## src/rtl/argmax_reader.sv

```systemverilog
// rtl/argmax_reader.sv - scans an output-layer SRAM and reports the index and value of the largest signed word
module argmax_reader #(
  parameter int DATA_W      = 16,
  parameter int NUM_CLASSES = 10,
  parameter int ADDR_W      = 4
) (
  input  logic              clk,
  input  logic              reset,
  input  logic              start,
  output logic              rd_en,
  output logic [ADDR_W-1:0] rd_addr,
  input  logic [DATA_W-1:0] rd_data,
  output logic              busy,
  output logic              done,
  output logic [ADDR_W-1:0] class_out,
  output logic [DATA_W-1:0] max_val
);

  if ((2 ** ADDR_W) < NUM_CLASSES) begin : g_addr_w_check
    $error("argmax_reader: ADDR_W too small for NUM_CLASSES");
  end

  localparam logic [ADDR_W-1:0] LAST_ADDR = ADDR_W'(NUM_CLASSES - 1);

  typedef enum logic [1:0] {
    S_IDLE  = 2'd0,
    S_READ  = 2'd1,
    S_DRAIN = 2'd2,
    S_DONE  = 2'd3
  } state_t;

  state_t             state_q, state_d;
  logic [ADDR_W-1:0]  rd_addr_q, rd_addr_d;
  logic               valid_q, valid_d;
  logic [ADDR_W-1:0]  idx_q, idx_d;
  logic [ADDR_W-1:0]  class_q, class_d;
  logic [DATA_W-1:0]  max_q, max_d;

  always_ff @(posedge clk or posedge reset) begin
    if (reset) begin
      state_q   <= S_IDLE;
      rd_addr_q <= '0;
      valid_q   <= 1'b0;
      idx_q     <= '0;
      class_q   <= '0;
      max_q     <= '0;
    end else begin
      state_q   <= state_d;
      rd_addr_q <= rd_addr_d;
      valid_q   <= valid_d;
      idx_q     <= idx_d;
      class_q   <= class_d;
      max_q     <= max_d;
    end
  end

  always_comb begin
    state_d   = state_q;
    rd_addr_d = rd_addr_q;
    case (state_q)
      S_IDLE: begin
        if (start) begin
          state_d   = S_READ;
          rd_addr_d = '0;
        end
      end
      S_READ: begin
        if (rd_addr_q == LAST_ADDR) begin
          state_d = S_DRAIN;
        end else begin
          rd_addr_d = rd_addr_q + 1'b1;
        end
      end
      S_DRAIN: state_d = S_DONE;
      S_DONE:  state_d = S_IDLE;
      default: state_d = S_IDLE;
    endcase
  end

  // valid_q/idx_q trail the read strobe by one edge, matching the SRAM's registered data.
  always_comb begin
    valid_d = (state_q == S_READ);
    idx_d   = rd_addr_q;
    class_d = class_q;
    max_d   = max_q;
    if (valid_q) begin
      if ((idx_q == '0) || ($signed(rd_data) > $signed(max_q))) begin
        class_d = idx_q;
        max_d   = rd_data;
      end
    end
  end

  assign rd_en     = (state_q == S_READ);
  assign rd_addr   = rd_addr_q;
  assign busy      = (state_q == S_READ) || (state_q == S_DRAIN);
  assign done      = (state_q == S_DONE);
  assign class_out = class_q;
  assign max_val   = max_q;

endmodule

```

## config.mk

```make
export PLATFORM = sky130hd
export DESIGN_NAME = argmax_reader
export DESIGN_NICKNAME = d
export VERILOG_FILES = /design/src/rtl/argmax_reader.sv
export SDC_FILE = /design/constraint.sdc
export NUM_CORES = 1
export LEC_CHECK = 0
export ABC_AREA = 1
export CAP_MARGIN = 20
export CELL_PAD_IN_SITES_DETAIL_PLACEMENT = 0
export CELL_PAD_IN_SITES_GLOBAL_PLACEMENT = 1
export CORE_MARGIN = 3
export CORE_UTILIZATION = 36
export CTS_CLUSTER_SIZE = 12
export DETAILED_ROUTE_END_ITERATION = 10
export PLACE_DENSITY_LB_ADDON = 0.1
export SETUP_SLACK_MARGIN = 0.2
export SLEW_MARGIN = 20
export SYNTH_ARGS = -nofsm -noshare
export SYNTH_HDL_FRONTEND = slang
export SYNTH_SLANG_ARGS = --single-unit
```

## constraint.sdc

```tcl
create_clock -name clk -period 2.1 [get_ports clk]
set_clock_uncertainty 0.15 [all_clocks]
set_input_delay 0.21 -clock clk [delete_from_list [all_inputs] [get_ports clk]]
set_output_delay 0.21 -clock clk [all_outputs]
set_load 0.02 [all_outputs]
```

==> run metrics <==
status complete, but fails checks; failing checks setup timing; Max Transition Viols Final 0; Clock transition at path regs 0.07 ns; die width 76.6 um; Total GRT Usage 15.3%; r2r endpoint max_val[3]$_DFFE_PP0P_; # port buffers 45; post-route ant nets 0; NumNets Final 319; vias in the first global route 1620; DIE AREA 5860 um^2; Cells after Synth 212; Initial Utilization 37.7%; overall power 0.00427 W; DR pass1 iterations 4; Placed Area 2390 um^2; H-tree Lvls 2; PwrDens 1540 nW/um^2; leakage 1.31 nW; period utilization 101%; Seq/Total Area, Yosys 43.3%; drt first-iter violations 21; global-route wire length before repair 7.23 mm; reg2reg start max_val[7]$_DFFE_PP0P_; Reg2Reg Depth 14; RSZ-0062 raised after global routing true; Syn. warnings 0; syn avg cell area 8.46 um^2; FF-to-FF setup slack 0.01 ns; max-cap violation count 0; Layout area overhead 54.1%; critical path type input pin to flop; die height 76.6 um; max incr delay on CP 0.56 ns; Worst Tran Pin Value 0.765 ns; Rows 25; Max clock buf depth 2; WL per Instance 12.5 um; Synth area leaders dfrtp_1 43%, ha_1 16%, nand2_1 13%; HP Class input pin to async pin; # setup viols final 6; DRC viols 0; Slew headroom 49.0%; Final Hold Vio Count 0; CP dominant cell by count nand2_1; crit-path cells clkdlybuf4s50_1 > ha_4 > a21o_1 > nor2_1 > nand2_1 > nand2_1 > nand2_1 > nand2_1 > nand2_1 > nand2_2 > nand2_8 > buf_6 > nand3_1 > nand2_1; largest net degree at the start of global routing 32; multi-input logic area 1080 um^2; fin worst setup slack -0.0237 ns; root buf cell clkbuf_8; register area 793 um^2; Synth Cell Area 1790 um^2; maximum clock rate 471 MHz; Total Routed Length 4.32 mm; clk_lat worst skew 0.28 ns; I/O pin total 46; TritonCTS clock tree done; clk sinks 31; Crit-path slowest cell clkdlybuf4s50_1; vias per cell 4.62; Synth top area share 43.3%; post-cts hold buffer count 0; share of cells above drive strength 1 29.9%; DP HPWL 2.75 mm; CP endpoint kind flop; Fillers 436; startpoint types input pin; RePlAce Congestion 0.774; peak supply drop 0.713 mV; CP max FO 7; initial antenna violation count 0; Worst Path Arrival 2.14 ns; synth unique cells 21; core box area 4750 um^2; syn_nets 254; design area 2760 um^2; # diodes 0; grt ovf 0; Tmin final 2.12 ns; CTS Buf Count 5; dominant cell type by area after synthesis dfrtp_1; detailed-route via count 1593; CP required 2.12 ns; register bit total from synthesis 31
==> registers in the layout, indices dropped and copies added (netlist names) <==
name / cells
valid_q: 1
state_q: 2
rd_addr: 4
max_val: 16
idx_q: 4
class_out: 4
==> layout by cell type (no fill, tap or decap), drive strengths merged, types with 2 or more instances in the layout <==
master	n
nor2	8
nand3	26
inv	30
buf	18
dfrtp	31
a21oi	6
clkdlybuf4s50	43
o21ai	6
nand2	68
xor2	2
ha	23
clkbuf	8
==> report_power, final <==
part	internal [W]	switching [W]	total, W
logic	0.00119	0.00143	0.00261
clock network	0.000299	0.000220	0.000519
registers	0.000872	0.000263	0.00114
total	0.00236	0.00191	0.00427
==> synthesized netlist by cell type (all sizes together) <==
master,instances
o22ai,1
xor2,2
mux2i,1
buf,6
o21ai,6
inv,30
nor3,1
a21oi,6
nor2,8
dfrtp,31
ha,23
nand4,1
nand3b,1
or4,1
nand2,67
a21o,1
nand3,26
==> cell families after synthesis <==
| kind of cell | share of synthesized area (%) |
|---|---|
| buffers and inverters | 9.35 |
| flip-flops | 43.3 |
| multiplexers | 0.558 |
| AO/OA/AOI/OAI | 4.12 |
| XOR/XNOR | 0.977 |
| AND/OR/NAND/NOR | 25.7 |
| adder cells (fa/ha/maj) | 16.1 |
==> area by class of cell <==
cell class / instances / area share, %
multi-input combinational: 146 / 39.1
sequential: 31 / 28.7
timing repair buffer: 63 / 21.5
inverter: 30 / 4.08
clock buffer: 8 / 3.62
tap: 67 / 3.03
==> how the worst max path moves through the flow <==
| stage | start | end | slack [ns] | cells past startpoint |
|---|---|---|---|---|
| CTS | max_val[7]$_DFFE_PP0P_ | max_val[3]$_DFFE_PP0P_ | 0.06 | 14 |
| global route | max_val[11]$_DFFE_PP0P_ | max_val[7]$_DFFE_PP0P_ | -0.15 | 13 |
| finish | rd_data[7] | max_val[3]$_DFFE_PP0P_ | -0.02 | 14 |
| global placement | rd_data[7] | max_val[5]$_DFFE_PP0P_ | -0.19 | 15 |
| detailed placement | rd_data[7] | max_val[8]$_DFFE_PP0P_ | -0.17 | 15 |
| floorplan | max_val[7]$_DFFE_PP0P_ | max_val[0]$_DFFE_PP0P_ | 0.20 | 14 |
==> worst max-delay path: cells and delay by family <==
family / cells / cell delay [ns]
compound gates: 1 / 0.17
fa+ha+maj: 1 / 0.23
buf+inv: 2 / 0.72
simple gates: 10 / 0.80
==> metal layers <==
metal	track usage (%)	up-vias	wire length, um
li1	-	808	-
met1	18.0	742	1860
met2	26.1	35	2180
met3	4.49	8	199
met4	5.98	0	80
met5	0	-	0
==> repair_timing <==
item,CTS,global route
gates resized for setup,19,26
pin swaps,5,14
cloned,3,0
endpoints found under the setup margin,22,21
buffers inserted,4,1
==> metrics by stage <==
stage	cells	setup slack, ns	setup TNS, ns	utilization, %	hold slack [ns]
finish	345	-0.0237	-0.0448	58.1	0.155
global route	345	-0.152	-2.35	58.1	0.195
CTS	344	0.0628	0	55.2	0.163
detailed placement	329	-0.169	-3.25	50.3	0.310
global placement	329	-0.188	-3.58	50.3	0.308
floorplan	212	0.202	0	-	0.163
No activity file was read; power rests on OpenSTA's default activity.
